### src/rtl/boot_pkg.sv
// boot_pkg: shared state encoding and default widths for the boot loader.
// Revision: 1.0
`default_nettype none

package boot_pkg;

  localparam int DEF_DATA_W = 32;
  localparam int DEF_ADDR_W = 8;

  typedef enum logic [1:0] {
    IDLE    = 2'd0,
    LOAD    = 2'd1,
    CHECK   = 2'd2,
    RELEASE = 2'd3
  } boot_state_t;

endpackage

`default_nettype wire

### src/rtl/boot_checksum.sv
// boot_checksum: modulo-2^DATA_W running sum with clear, add-enable and compare.
// Revision: 1.0
`default_nettype none

module boot_checksum
  import boot_pkg::*;
#(
  parameter int DATA_W = DEF_DATA_W
) (
  input  logic              clk,
  input  logic              rst_n,
  input  logic              clear,
  input  logic              add_en,
  input  logic [DATA_W-1:0] add_data,
  input  logic [DATA_W-1:0] cmp_data,
  output logic              mismatch
);

  logic [DATA_W-1:0] sum;

  always_ff @(posedge clk or negedge rst_n) begin
    if (!rst_n) begin
      sum <= '0;
    end else if (clear) begin
      sum <= '0;
    end else if (add_en) begin
      sum <= sum + add_data;
    end
  end

  assign mismatch = (sum != cmp_data);

endmodule

`default_nettype wire

### src/rtl/boot_loader.sv
// boot_loader: streams len host words into instruction memory from address 0, then
// releases the core. Optional checksum word verification with BOOT_CHECKSUM_EN. Revision: 1.0
`default_nettype none

module boot_loader
  import boot_pkg::*;
#(
  parameter int DATA_W = DEF_DATA_W,
  parameter int ADDR_W = DEF_ADDR_W
) (
  input  logic              clk,
  input  logic              rst_n,
  input  logic              start,
  input  logic [ADDR_W:0]   len,
  input  logic              s_valid,
  output logic              s_ready,
  input  logic [DATA_W-1:0] s_data,
  output logic              boot_up,
  output logic              boot_web,
  output logic [ADDR_W-1:0] boot_addr,
  output logic [DATA_W-1:0] boot_datai,
  output logic              busy,
  output logic              done,
  output logic              err
);

  localparam logic [ADDR_W:0] MAX_LEN = {1'b1, {ADDR_W{1'b0}}};
  localparam logic [ADDR_W:0] ONE     = (ADDR_W+1)'(1);

  boot_state_t state, next_state;

  logic [ADDR_W:0]   len_q;
  logic [ADDR_W:0]   cnt;
  logic [ADDR_W:0]   len_clamped;
  logic              hs;
  logic              last_word;
  logic              accept_start;

  logic              ready_d;
  logic              up_d;
  logic              web_d;
  logic              done_d;
  logic [ADDR_W-1:0] addr_d;
  logic [DATA_W-1:0] data_d;

  assign hs           = s_valid & s_ready;
  assign last_word    = ((cnt + ONE) == len_q);
  assign len_clamped  = (len > MAX_LEN) ? MAX_LEN : len;
  assign accept_start = (state == IDLE) && start;

  always_ff @(posedge clk or negedge rst_n) begin
    if (!rst_n) begin
      state <= IDLE;
    end else begin
      state <= next_state;
    end
  end

  always_comb begin
    next_state = state;
    case (state)
      IDLE: begin
        if (start) begin
          next_state = (len == '0) ? RELEASE : LOAD;
        end
      end
      LOAD: begin
        if (hs && last_word) begin
`ifdef BOOT_CHECKSUM_EN
          next_state = CHECK;
`else
          next_state = RELEASE;
`endif
        end
      end
      CHECK: begin
`ifdef BOOT_CHECKSUM_EN
        if (hs) begin
          next_state = RELEASE;
        end
`else
        next_state = IDLE;
`endif
      end
      RELEASE: next_state = IDLE;
      default: next_state = IDLE;
    endcase
  end

  // Outputs are registered from next_state so s_ready drops on the very edge that
  // accepts the final word, never admitting an extra one.
  always_comb begin
    ready_d = (next_state == LOAD) || (next_state == CHECK);
    up_d    = (next_state != IDLE);
    web_d   = 1'b1;
    done_d  = (state == RELEASE);
    addr_d  = boot_addr;
    data_d  = boot_datai;
    if ((state == LOAD) && hs) begin
      web_d  = 1'b0;
      addr_d = cnt[ADDR_W-1:0];
      data_d = s_data;
    end
  end

  always_ff @(posedge clk or negedge rst_n) begin
    if (!rst_n) begin
      s_ready    <= 1'b0;
      boot_up    <= 1'b0;
      boot_web   <= 1'b1;
      boot_addr  <= '0;
      boot_datai <= '0;
      busy       <= 1'b0;
      done       <= 1'b0;
    end else begin
      s_ready    <= ready_d;
      boot_up    <= up_d;
      boot_web   <= web_d;
      boot_addr  <= addr_d;
      boot_datai <= data_d;
      busy       <= up_d;
      done       <= done_d;
    end
  end

  always_ff @(posedge clk or negedge rst_n) begin
    if (!rst_n) begin
      len_q <= '0;
      cnt   <= '0;
    end else if (accept_start) begin
      len_q <= len_clamped;
      cnt   <= '0;
    end else if ((state == LOAD) && hs) begin
      cnt <= cnt + ONE;
    end
  end

`ifdef BOOT_CHECKSUM_EN
  logic sum_mismatch;

  boot_checksum #(
    .DATA_W (DATA_W)
  ) u_checksum (
    .clk      (clk),
    .rst_n    (rst_n),
    .clear    (accept_start),
    .add_en   ((state == LOAD) && hs),
    .add_data (s_data),
    .cmp_data (s_data),
    .mismatch (sum_mismatch)
  );

  always_ff @(posedge clk or negedge rst_n) begin
    if (!rst_n) begin
      err <= 1'b0;
    end else if (accept_start) begin
      err <= 1'b0;
    end else if ((state == CHECK) && hs && sum_mismatch) begin
      err <= 1'b1;
    end
  end
`else
  assign err = 1'b0;
`endif

endmodule

`default_nettype wire
### config.mk
export PLATFORM = sky130hd
export DESIGN_NAME = boot_loader
export DESIGN_NICKNAME = d
export VERILOG_FILES = /design/src/rtl/boot_pkg.sv /design/src/rtl/boot_checksum.sv /design/src/rtl/boot_loader.sv
export SDC_FILE = /design/constraint.sdc
export NUM_CORES = 1
export LEC_CHECK = 0
export ABC_AREA = 0
export CAP_MARGIN = 10
export CORE_MARGIN = 2
export CORE_UTILIZATION = 42
export DETAILED_ROUTE_END_ITERATION = 12
export PLACE_DENSITY = 0.77
export REMOVE_ABC_BUFFERS = 1
export SYNTH_ARGS = -nofsm -noshare
export SYNTH_HDL_FRONTEND = slang
export SYNTH_HIERARCHICAL = 1
export SYNTH_SLANG_ARGS = --single-unit
### constraint.sdc
create_clock -name clk -period 2.12 [get_ports clk]
set_input_delay 0.53 -clock clk [delete_from_list [all_inputs] [get_ports clk]]
set_output_delay 0.53 -clock clk [all_outputs]
set_load 0.01 [all_outputs]
==> impl_metrics.yaml <==
global_route:
  antenna_found_initial: 0
  grt_pass1_wl_um: 9490
  grt_pass1_vias: 2051
  grt_max_degree: 34
  overflow: 0
  grt_usage_pct: 16.6
worst_hold_path:
  holdCritPathClass: "in2async"
worst_setup_path:
  crit_buf_inv: 1
  worstSetupStartpointType: "input pin"
  critical_path.max_stage_delay_ns: 0.47
  critPathRequiredTime_ns: 2.33
  crit_type: "in2reg"
  slowest_stage: "clkdlybuf4s50_1"
  worstPathCellList: "clkdlybuf4s50_1 -> or3b_4 -> nor4_4 -> nand3_2 -> o31ai_2 -> o21ai_1 -> ha_1"
  critPathArrivalTime_ns: 2.18
  cpLargestDelayFamily: "simple AND/OR/NAND/NOR gates"
  endpoint_kind: "register"
  worstPathMaxFanout: 2
sta:
  rsz0062_at_grt: "false"
  fmax_mhz: 508
  layout_min_cycle_time_ns: 1.97
  drv_slew: 0
  slew_headroom_pct: 63.4
  setup_violations: 0
  period_share_pct: 92.9
  clock_skew_ns: 0.00994
  layout_setup_ws_ns: 0.151
  worstMarginPinSlew_ns: 0.549
  hold_violations: 0
floorplan:
  ios: 91
  die_w_um: 86.1
  fp.dieArea_um2: 7420
  start_util_pct: 44.1
  rows: 29
  core-area_um2: 6420
  die_h_um: 86.1
clock_network:
  cts_hold_buffers: 0
  path_clk_slew_ns: 0.07
  cts_sinks: 64
  cts_root_buf: "clkbuf_8"
  clk-insertion-delay-late_ns: 0.34
  cts_resized: 0
  h-tree-depth: 3
  cts_tree: "yes"
  cts_setup_buffers: 0
  ctsLongestPathBuffers: 2
  cts_buffers: 9
yosys:
  async_flop_share_pct: 100
  syn_area_per_cell_um2: 12.7
  synth_area_um2: 2830
  synth_cells: 223
  yosysSeqAreaShare_pct: 56.6
  netlist_top_cells_area: "dfrtp_1 (56%), mux2_2 (16%), o21ai_0 (3.0%)"
  yosysUniqueCellTypes: 39
  yosysMostFrequentCell: "dfrtp_1"
  yosysWarnings: 6
  yosysTopAreaCell: "dfrtp_1"
  yosys_most_used_dff: "dfrtp_1"
  synth_edf_count: 0
  synth_top_area_share_pct: 55.6
  synthTopCellsByCount: "dfrtp_1 (63), mux2_2 (41), o21ai_0 (17), nand2_1 (11), nor2_1 (11)"
  ys_seq_elements: 64
drt:
  drt-initial-drc-count: 119
  drc: 0
  drt_pre_antenna_iters: 4
  vias: 1981
  postRouteAntennaNets: 0
  wire_per_inst_um: 14.1
  via_per_inst: 4.93
  finalWirelength_um: 5690
placement:
  gp_congestion: 0.826
  dpl_worst_slack_ns: -0.249
  port_buffers: 89
  dp_hpwl_um: 4190
final_layout:
  n_antenna_cell: 0
  fin_nets: 367
  final_util_pct: 63.0
  drive_above_1_share_pct: 23.7
  synthToLayoutAreaGrowth_pct: 42.7
outcome:
  outcome: "completed"
pwr:
  power.leakage_nw: 1.70
  ir_worst_vdd_v: 0.000631
  powerDensity_nw_per_um2: 1350
run:
  max_cap_violations: 0
==> final cells by class <==
class | count | area, µm²
tap | 77 | 96.3
multi-input combinational | 141 | 1150
sequential | 64 | 1600
fill | 498 | 2380
clock inverter | 4 | 45.0
timing repair buffer | 100 | 993
clock buffer | 12 | 145
inverter | 4 | 15.0
==> power breakdown <==
group	total (W)	leakage, nW	internal (W)	switching, W
combinational	0.00245	0.813	0.00146	0.000981
sequential	0.00201	0.783	0.00172	0.000289
clock	0.00101	0.100	0.000570	0.000437
total	0.00546	1.70	0.00375	0.00171
==> metrics by stage <==
stage                     hold slack, ns  TNS, ns  area [µm²]  total power [W]  instances
after floorplan                    0.234   -45.27        2750          0.00331        209
after global placement             0.484   -0.636        3840          0.00441        386
after detailed placement           0.491    -1.12        3840          0.00448        386
after CTS                          0.183        0        4030          0.00551        402
after global routing               0.217        0        4040          0.00582        402
final                              0.178        0        4040          0.00546        402
==> per-layer routing <==
| metal | wire length (µm) | track usage, % |
|---|---|---|
| met1 | 2510 | 20.6 |
| met2 | 2780 | 26.4 |
| met3 | 294 | 4.04 |
| met4 | 102 | 9.96 |
| met5 | 0 | 0 |
==> sequential cells by signal, indices dropped and copies added, names as in the netlist <==
register / cells
boot_web: 1
state: 2
boot_addr: 8
busy: 1
cnt: 9
len_q: 9
boot_datai: 32
s_ready: 1
done: 1
==> kinds of logic (layout without fill, tap and decap cells) <==
logic type,count (synthesis),in the layout,share of synthesized area (%)
DFF,64,64,56.6
other,1,1,0.132
xor gates and xnor gates,14,14,4.86
adders and majority gates,2,2,0.883
AOI/OAI and AO/OA,31,31,7.02
and+or+nand+nor,52,52,10.7
buffers and inverters,18,120,3.53
muxes,41,41,16.3
==> final timing paths <==
check	startpoint	end	slack, ns	cells after the start
setup / recovery	start	s_ready$_DFF_PN0_	0.15	7
hold / removal	rst_n	boot_datai[24]$_DFFE_PN0P_	0.18	1
setup reg to reg	cnt[0]$_DFFE_PN0P_	s_ready$_DFF_PN0_	0.18	7
hold reg to reg	boot_datai[10]$_DFFE_PN0P_	boot_datai[10]$_DFFE_PN0P_	0.50	1
max in group asynchronous	rst_n	boot_web$_DFF_PN1_	1.35	2
min in group clk	boot_datai[10]$_DFFE_PN0P_	boot_datai[10]$_DFFE_PN0P_	0.50	1
==> cell usage in the layout, fill, tap and decap left out, types with 4 or more instances in the layout <==
master and n:
inv_1 4, nand2_1 11, dfrtp_1 63, clkdlybuf4s50_1 88
and2_1 5, o21ai_0 16, xor2_1 4, buf_4 9
clkbuf_8 10, nor2_1 11, xnor2_1 9, mux2_2 41
nand2b_1 9
(Power assumes the default switching activity.)
